==> src/rtl/multicycle_controller.sv <==
// Multicycle RV32I-subset control FSM: FETCH/DECODE/EXEC/MEM/WB with sticky illegal/timeout traps.
// Latency: 3 (BR), 4 (R/I/SW/LUI/JAL/JALR) or 5 (LW) cycles per instruction with zero memory wait.
// Backpressure: FETCH and MEM hold while mem_ready is low, trapping after TIMEOUT_CYCLES idle cycles.
module multicycle_controller #(
  parameter int CNT_W          = 32,
  parameter int TIMEOUT_CYCLES = 15
) (
  input  logic             clk,
  input  logic             reset,
  input  logic [6:0]       Opcode,
  input  logic             mem_ready,
  output logic             mem_req,
  output logic             mem_we,
  output logic             ir_write,
  output logic             pc_write,
  output logic             ALUSrc,
  output logic             MemtoReg,
  output logic             RegWrite,
  output logic             Branch,
  output logic             Jal,
  output logic             Jalr,
  output logic [1:0]       ALUOp,
  output logic             illegal,
  output logic             timeout,
  output logic [2:0]       state,
  output logic [CNT_W-1:0] retired
);

  localparam logic [6:0] OP_R    = 7'b0110011;
  localparam logic [6:0] OP_I    = 7'b0010011;
  localparam logic [6:0] OP_LW   = 7'b0000011;
  localparam logic [6:0] OP_SW   = 7'b0100011;
  localparam logic [6:0] OP_BR   = 7'b1100011;
  localparam logic [6:0] OP_LUI  = 7'b0110111;
  localparam logic [6:0] OP_JAL  = 7'b1101111;
  localparam logic [6:0] OP_JALR = 7'b1100111;

  // Wide enough to hold TIMEOUT_CYCLES-1; a width of 1 covers the disabled and trivial cases.
  localparam int WAIT_W = (TIMEOUT_CYCLES > 1) ? $clog2(TIMEOUT_CYCLES + 1) : 1;

  typedef enum logic [2:0] {
    S_FETCH  = 3'd0,
    S_DECODE = 3'd1,
    S_EXEC   = 3'd2,
    S_MEM    = 3'd3,
    S_WB     = 3'd4,
    S_TRAP   = 3'd7
  } state_t;

  typedef struct packed {
    logic       mem_req;
    logic       mem_we;
    logic       alu_src;
    logic       mem_to_reg;
    logic       reg_write;
    logic       branch;
    logic       jal;
    logic       jalr;
    logic [1:0] alu_op;
  } ctrl_t;

  // Moore control word for a given state and latched opcode; anything not set stays 0.
  function automatic ctrl_t ctrl_for(input state_t s, input logic [6:0] op);
    ctrl_t c;
    c = '0;
    case (s)
      S_FETCH: c.mem_req = 1'b1;
      S_EXEC: begin
        c.alu_src = (op == OP_LW) || (op == OP_SW) || (op == OP_I) ||
                    (op == OP_LUI) || (op == OP_JALR);
        case (op)
          OP_BR:       c.alu_op = 2'b01;
          OP_JAL:      c.alu_op = 2'b11;
          OP_R, OP_I:  c.alu_op = 2'b10;
          default:     c.alu_op = 2'b00;
        endcase
        c.branch = (op == OP_BR);
        c.jal    = (op == OP_JAL);
        c.jalr   = (op == OP_JALR);
      end
      S_MEM: begin
        c.mem_req = 1'b1;
        c.mem_we  = (op == OP_SW);
      end
      S_WB: begin
        c.reg_write  = 1'b1;
        c.mem_to_reg = (op == OP_LW);
      end
      default: c = '0;
    endcase
    return c;
  endfunction

  function automatic logic is_legal(input logic [6:0] op);
    return (op == OP_R) || (op == OP_I) || (op == OP_LW) || (op == OP_SW) ||
           (op == OP_BR) || (op == OP_LUI) || (op == OP_JAL) || (op == OP_JALR);
  endfunction

  logic [1:0]       rst_sync;
  logic             rst_n_int;
  state_t           state_q;
  ctrl_t            ctrl_q;
  logic [6:0]       op_q;
  logic [WAIT_W-1:0] wait_q;
  logic [CNT_W-1:0] retired_q;
  logic             illegal_q;
  logic             timeout_q;
  logic [31:0]      wait_next;
  logic             tmo_hit;

  // Assert immediately, release two edges later so the FSM never sees a partial deassertion.
  always_ff @(posedge clk or negedge reset) begin
    if (!reset) rst_sync <= 2'b00;
    else        rst_sync <= {rst_sync[0], 1'b1};
  end
  assign rst_n_int = rst_sync[1];

  // This idle cycle would be the TIMEOUT_CYCLES-th without mem_ready; 0 disables the trap.
  assign wait_next = {{(32 - WAIT_W){1'b0}}, wait_q} + 32'd1;
  assign tmo_hit   = (TIMEOUT_CYCLES != 0) && (wait_next == 32'(TIMEOUT_CYCLES));

  // Sequencer: state, latched opcode, wait/retire counters, sticky traps and registered controls.
  always_ff @(posedge clk or negedge rst_n_int) begin
    if (!rst_n_int) begin
      state_q   <= S_FETCH;
      ctrl_q    <= ctrl_for(S_FETCH, 7'd0);
      op_q      <= 7'd0;
      wait_q    <= '0;
      retired_q <= '0;
      illegal_q <= 1'b0;
      timeout_q <= 1'b0;
    end else begin
      case (state_q)
        S_FETCH: begin
          if (mem_ready) begin
            state_q <= S_DECODE;
            ctrl_q  <= ctrl_for(S_DECODE, op_q);
          end else if (tmo_hit) begin
            state_q   <= S_TRAP;
            ctrl_q    <= ctrl_for(S_TRAP, op_q);
            timeout_q <= 1'b1;
          end else begin
            wait_q <= wait_q + WAIT_W'(1);
          end
        end
        S_DECODE: begin
          op_q <= Opcode;
          if (is_legal(Opcode)) begin
            state_q <= S_EXEC;
            ctrl_q  <= ctrl_for(S_EXEC, Opcode);
          end else begin
            state_q   <= S_TRAP;
            ctrl_q    <= ctrl_for(S_TRAP, Opcode);
            illegal_q <= 1'b1;
          end
        end
        S_EXEC: begin
          case (op_q)
            OP_LW, OP_SW: begin
              state_q <= S_MEM;
              ctrl_q  <= ctrl_for(S_MEM, op_q);
              wait_q  <= '0;
            end
            OP_BR: begin
              state_q   <= S_FETCH;
              ctrl_q    <= ctrl_for(S_FETCH, op_q);
              wait_q    <= '0;
              retired_q <= retired_q + CNT_W'(1);
            end
            default: begin
              state_q <= S_WB;
              ctrl_q  <= ctrl_for(S_WB, op_q);
            end
          endcase
        end
        S_MEM: begin
          if (mem_ready) begin
            if (op_q == OP_LW) begin
              state_q <= S_WB;
              ctrl_q  <= ctrl_for(S_WB, op_q);
            end else begin
              state_q   <= S_FETCH;
              ctrl_q    <= ctrl_for(S_FETCH, op_q);
              wait_q    <= '0;
              retired_q <= retired_q + CNT_W'(1);
            end
          end else if (tmo_hit) begin
            state_q   <= S_TRAP;
            ctrl_q    <= ctrl_for(S_TRAP, op_q);
            timeout_q <= 1'b1;
          end else begin
            wait_q <= wait_q + WAIT_W'(1);
          end
        end
        S_WB: begin
          state_q   <= S_FETCH;
          ctrl_q    <= ctrl_for(S_FETCH, op_q);
          wait_q    <= '0;
          retired_q <= retired_q + CNT_W'(1);
        end
        S_TRAP: begin
          state_q <= S_TRAP;
          ctrl_q  <= ctrl_for(S_TRAP, op_q);
        end
        default: begin
          state_q <= S_TRAP;
          ctrl_q  <= ctrl_for(S_TRAP, op_q);
        end
      endcase
    end
  end

  assign mem_req  = ctrl_q.mem_req;
  assign mem_we   = ctrl_q.mem_we;
  assign ALUSrc   = ctrl_q.alu_src;
  assign MemtoReg = ctrl_q.mem_to_reg;
  assign RegWrite = ctrl_q.reg_write;
  assign Branch   = ctrl_q.branch;
  assign Jal      = ctrl_q.jal;
  assign Jalr     = ctrl_q.jalr;
  assign ALUOp    = ctrl_q.alu_op;
  // Instruction fetch completes in the same cycle memory answers.
  assign ir_write = (state_q == S_FETCH) && mem_ready;
  assign pc_write = (state_q == S_FETCH) && mem_ready;
  assign illegal  = illegal_q;
  assign timeout  = timeout_q;
  assign state    = state_q;
  assign retired  = retired_q;

endmodule

==> config.mk <==
export PLATFORM = sky130hd
export DESIGN_NAME = multicycle_controller
export DESIGN_NICKNAME = d
export VERILOG_FILES = /design/src/rtl/multicycle_controller.sv
export SDC_FILE = /design/constraint.sdc
export NUM_CORES = 1
export LEC_CHECK = 0
export CAP_MARGIN = 10
export CORE_AREA = 3 3 106 108
export CTS_BUF_LIST = sky130_fd_sc_hd__clkbuf_8
export CTS_CLUSTER_SIZE = 8
export DETAILED_ROUTE_END_ITERATION = 6
export DIE_AREA = 0 0 109 111
export HOLD_SLACK_MARGIN = 0.08
export PLACE_DENSITY = 0.49
export SYNTH_ARGS = -nofsm -noshare
export SYNTH_HDL_FRONTEND = slang
export SYNTH_SLANG_ARGS = --single-unit
==> constraint.sdc <==
create_clock -name clk -period 2.34 [get_ports clk]
set_input_delay 0.585 -clock clk [delete_from_list [all_inputs] [get_ports clk]]
set_output_delay 0.585 -clock clk [all_outputs]
set_load 0.02 [all_outputs]
# After elaboration in Yosys (flattened, before gate mapping)
# Cells that the tools add are included.
classes:
  eq_ne: 22
  n_bitwise: 2
  n_reduce_logical: 23
  n_addsub: 3
  mux: 25
ops:
  columns: ["operator", "n"]
  rows:
  - ["$mux W32", 3]
  - ["$pmux W32 S3", 1]
  - ["$pmux W10 S5", 1]
  - ["$mux W10", 4]
  - ["$add A32 B1 Y32 const B", 1]
  - ["$eq A7 B6 Y1 const B", 4]
  - ["$eq A7 B7 Y1 const B", 4]
  - ["$mux W4", 5]
  - ["$pmux W10 S2", 1]
  - ["$pmux W4 S4", 1]
  - ["$mux W3", 5]
  - ["$pmux W3 S5", 1]
  - ["$eq A7 B2 Y1 const B", 2]
  - ["$logic_or A1 B1 Y1", 11]
  - ["$mux W8", 1]
  - ["$ne A2 B2 Y1 const B", 4]
  - ["$reduce_and A4 Y1", 2]
  - ["$eq A7 B5 Y1 const B", 1]
  - ["$eq A3 B2 Y1 const B", 2]
  - ["$pmux W2 S3", 1]
  - ["$pmux W3 S2", 1]
  - ["$reduce_or A2 Y1", 3]
  - ["$add A4 B1 Y5 const B", 1]
  - ["$eq A5 B4 Y1 const B", 1]
  - ["13 further kinds", 14]
totals:
  elab_cells: 91
  inputBits: 10
  register_bits: 60
  output_inout_bits: 49

# Longest topological paths before layout
depth:
  depth_word: 10
  mapped_depth: 7
  ltp_nobuf: 6

# Worst setup path before layout
# OpenSTA, ideal clock, no wires.
synth_path:
  kind: "input to output"
  from: "input port mem_ready"
  to: "output port pc_write"
  n_path_buf: 2
  t_required_ps: 1755
  path_slack_ps: 48
  arrival_time_ps: 1707
  cell_stages: 4
  path_cell_list: "clkbuf_1 -> nand2b_1 -> nor3_1 -> buf_4"
synth_via:
  elab_chain_cells: 1
synth_rtl:
  columns: ["item", "line", "text"]
  rows:
  - ["from (decl)", "11", "input logic mem_ready,"]
  - ["$logic_and A1 B1 Y1", null, null]
  - ["to (decl)", "15", "output logic pc_write,"]
# No other way between the ends.

# Final worst setup path
layout_path:
  from: "input port mem_ready"
  to: "output port pc_write"
layout_via:
  elab_chain_cells: 1
layout_rtl:
  columns: ["item", "line", "text"]
  rows:
  - ["$logic_and A1 B1 Y1", "224", "assign pc_write = (state_q == S_FETCH) && mem_ready;"]
# No other way between the ends.

==> impl_metrics.sql <==
INSERT INTO impl_metrics (metric_group, metric, value, unit) VALUES
('outcome', 'run_status', 'completed', ''),
('synth', 'yosys_register_bits', '60', ''),
('critical_path', 'startpoint_kind_of_the_worst_setup_timing_path', 'primary input', ''),
('pwr', 'p_total', '2.86', 'mW'),
('clock_network', 'cts.repair_timing.setup_buffer_count', '0', ''),
('global_routing', 'largest_net_degree_at_the_start_of_global_routing', '59', ''),
('route', 'detailedRoute.firstPassIterationCount', '4', ''),
('hold_path', 'min-delay-start', 'rst_sync[0]$_DFF_PN0_', ''),
('layout', 'flow.area_growth_from_synthesis', '34.0', '%'),
('pwr', 'leakage', '1.74', 'nW'),
('layout', 'num_antenna_cells', '0', ''),
('route', 'antenna_left', '0', ''),
('critical_path', 'setup.reg_to_reg.worst_slack', '330', 'ps'),
('synth', 'number_of_distinct_library_cell_variants_in_the_gate_level_netlist_after_synthesis', '59', ''),
('global_routing', 'number_of_global_route_vias_before_repair', '2630', ''),
('synth', 'post-synth-top-count-cell', 'sky130_fd_sc_hd__dfrtp_1', ''),
('synth', 'mappedNetlistNets', '318', ''),
('sta', 'min_period_over_period', '96.3', '%'),
('placed_design', 'gpl.final_weighted_congestion', '0.787', ''),
('critical_path', 'timing.critical_path.arrival', '1670', 'ps'),
('synth', 'netlist.area_leader.share', '46.7', '%'),
('global_routing', 'overflow', '0', ''),
('floorplan', 'chipHeight', '111', 'um'),
('critical_path', 'worstPathCellList', 'clkdlybuf4s50_1 > nand2b_1 > nor3_1 > dlygate4sd1_1', ''),
('layout', 'final_layout_size_suffix_gt1_share', '16.5', '%'),
('synth', 'synthMuxAreaShare', '2.49', '%'),
('clock_network', 'cts_buffers', '9', ''),
('critical_path', 'timing.critical_path.slowest_stage_cell', 'sky130_fd_sc_hd__clkdlybuf4s50_1', ''),
('critical_path', 'critical_path_peak_fanout', '3', ''),
('synth', 'number_of_flops_mapped_to_enable_cells_by_yosys', '0', ''),
('pwr', 'p_sw', '870', 'uW'),
('pwr', 'power_per_cell_area', '675', 'mW/mm^2'),
('pwr', 'internal_power', '1.99', 'mW'),
('clock_network', 'cts.hold.buffers_added', '0', ''),
('hold_path', 'hold_path_class', 'flip-flop to flip-flop', ''),
('placed_design', 'total_of_buffers_placed_on_input_and_output_ports', '58', ''),
('sta', 'post-route-min-period', '2250', 'ps'),
('clock_network', 'ctsLongestPathBuffers', '2', ''),
('clock_network', 'htreeDepth', '3', ''),
('critical_path', 'worst_setup_path_end_kind', 'primary output', ''),
('global_routing', 'number_of_antenna_violations_at_the_first_check_in_global_routing', '0', ''),
('pwr', 'maximum_vdd_ir_drop', '336', 'uV'),
('sta', 'max_slew_margin', '50.1', '%'),
('placed_design', 'dp.cells', '509', ''),
('pwr', 'pwr-share-comb', '23.2', '%'),
('hold_path', 'sink_of_the_worst_hold_path', 'rst_sync[1]$_DFF_PN0_', ''),
('pwr', 'p_sw_share', '30.4', '%'),
('synth', 'main_combinational_cell_family_by_area_after_synthesis', 'simple AND/OR/NAND/NOR gates', ''),
('synth', 'fraction_of_synthesized_cell_area_in_xor_and_xnor_cells', '8.58', '%'),
('run', 'cap_violations', '0', ''),
('route', 'drt_first_iter_violations', '78', ''),
('pwr', 'clock_power_share', '33.1', '%'),
('floorplan', 'chipWidth', '109', 'um'),
('synth', 'yosysSeqAreaShare', '47.5', '%'),
('critical_path', 'worst_path_dominant_cell_family', 'buffers and inverters', ''),
('synth', 'syn_inst', '305', ''),
('sta', 'grt_setup_unrepaired', 'true', ''),
('layout', 'finish.net_count', '397', ''),
('critical_path', 'required', '1750', 'ps'),
('synth', 'yosys_warnings', '0', ''),
('synth', 'share_of_synthesized_registers_carrying_an_async_set_or_reset', '100', '%'),
('sta', 'skew', '8.47', 'ps'),
('synth', 'syn_avg_cell_area', '10.4', 'um^2'),
('route', 'drt_drc_violations_left', '0', ''),
('floorplan', 'fp-row-count', '37', ''),
('critical_path', 'path_buf_inv', '2', ''),
('synth', 'syn-cell-area', '0.00316', 'mm^2'),
('clock_network', 'cts.reportedPaths.clkPinSlew', '60', 'ps'),
('critical_path', 'rr_endpoint', 'retired[1]$_DFFE_PN0P_', ''),
('critical_path', 'cp_slowest_stage_delay', '490', 'ps'),
('sta', 'finalSetupViolations', '0', '');
power groups by stage:
| stage | logic, mW | registers [mW] | clock network, mW |
|---|---|---|---|
| after floorplan | 0.382 | 1.28 | 0 |
| after detailed placement | 0.668 | 1.27 | 0 |
| after global placement | 0.661 | 1.27 | 0 |
| final | 0.662 | 1.25 | 0.946 |
| after CTS | 0.670 | 1.25 | 0.988 |
| after global routing | 0.738 | 1.27 | 1.04 |
cell families after synthesis:
logic type | after synthesis
simple gates | 133
flops | 60
compound gates | 47
xor+xnor | 31
buf+inv | 23
mux | 7
fa+ha+maj | 3
other cells | 1
how the worst max path moves through the flow:
stage                     endpoint  startpoint  depth (start not counted)  slack (ps)
after global placement    pc_write   mem_ready                          4        -240
after detailed placement  pc_write   mem_ready                          4        -240
after floorplan           pc_write   mem_ready                          4          50
final                     pc_write   mem_ready                          4          90
after CTS                 pc_write   mem_ready                          4          50
after global routing      pc_write   mem_ready                          4          -8
per-layer routing:
layer  vias to the layer above  part of all wire [%]  track usage, %
met3                         4                   5.7            4.02
met1                      1268                    47            18.1
met4                         0                  0.44            2.86
met5                         -                     0               0
met2                        72                    47            21.3
li1                       1263                     -               -
layout make-up:
| class | instances | area [um^2] | area share (%) |
|---|---|---|---|
| Clock buffer | 11 | 151 | 3.57 |
| Clock inverter | 4 | 48.8 | 1.15 |
| Inverter | 5 | 18.8 | 0.443 |
| Multi-Input combinational cell | 222 | 1540 | 36.4 |
| Sequential cell | 60 | 1500 | 35.5 |
| Tap cell | 136 | 170 | 4.02 |
| Timing Repair Buffer | 86 | 801 | 18.9 |
registers in the layout, summed over array words and instances (netlist names):
register	flops
Jal	1
ALUOp	2
op_q	7
Branch	1
mem_req	1
RegWrite	1
state	3
mem_we	1
ALUSrc	1
rst_sync	2
wait_q	4
timeout	1
retired	32
illegal	1
Jalr	1
MemtoReg	1
cells in the final DEF (no fill, tap or decap), drive strengths merged, types with 3 or more instances in the layout:
cell	count
xnor2	30
and4	5
nor2	13
clkinv	3
and3	10
clkdlybuf4s50	56
nor3b	3
or2	3
buf	28
a21oi	11
nand3	16
a31oi	3
nand4	19
nor3	7
nand3b	4
nand2b	6
a22o	3
nor2b	12
ha	3
dfrtp	59
mux2	7
inv	5
nand4b	3
nand2	19
clkbuf	11
o21ai	11
nor4b	3
per-stage QoR:
| stage | hold WS (ps) | TNS (ps) | setup WS (ps) | instance area (um^2) |
|---|---|---|---|---|
| after CTS | 352 | 0 | 47.6 | 4240 |
| after global routing | 355 | -8.50 | -8.50 | 4240 |
| after global placement | 333 | -3030 | -239 | 4040 |
| final | 348 | 0 | 87.3 | 4240 |
| after floorplan | 289 | 0 | 47.8 | 3160 |
| after detailed placement | 336 | -3650 | -243 | 4040 |
timing repair:
item | 4_1_cts | 5_1_grt
setup endpoints to repair | 2 | 2
pin swaps | 0 | 0
gates resized for setup | 2 | 4
Note: power is estimated with default switching activity, not from simulation.
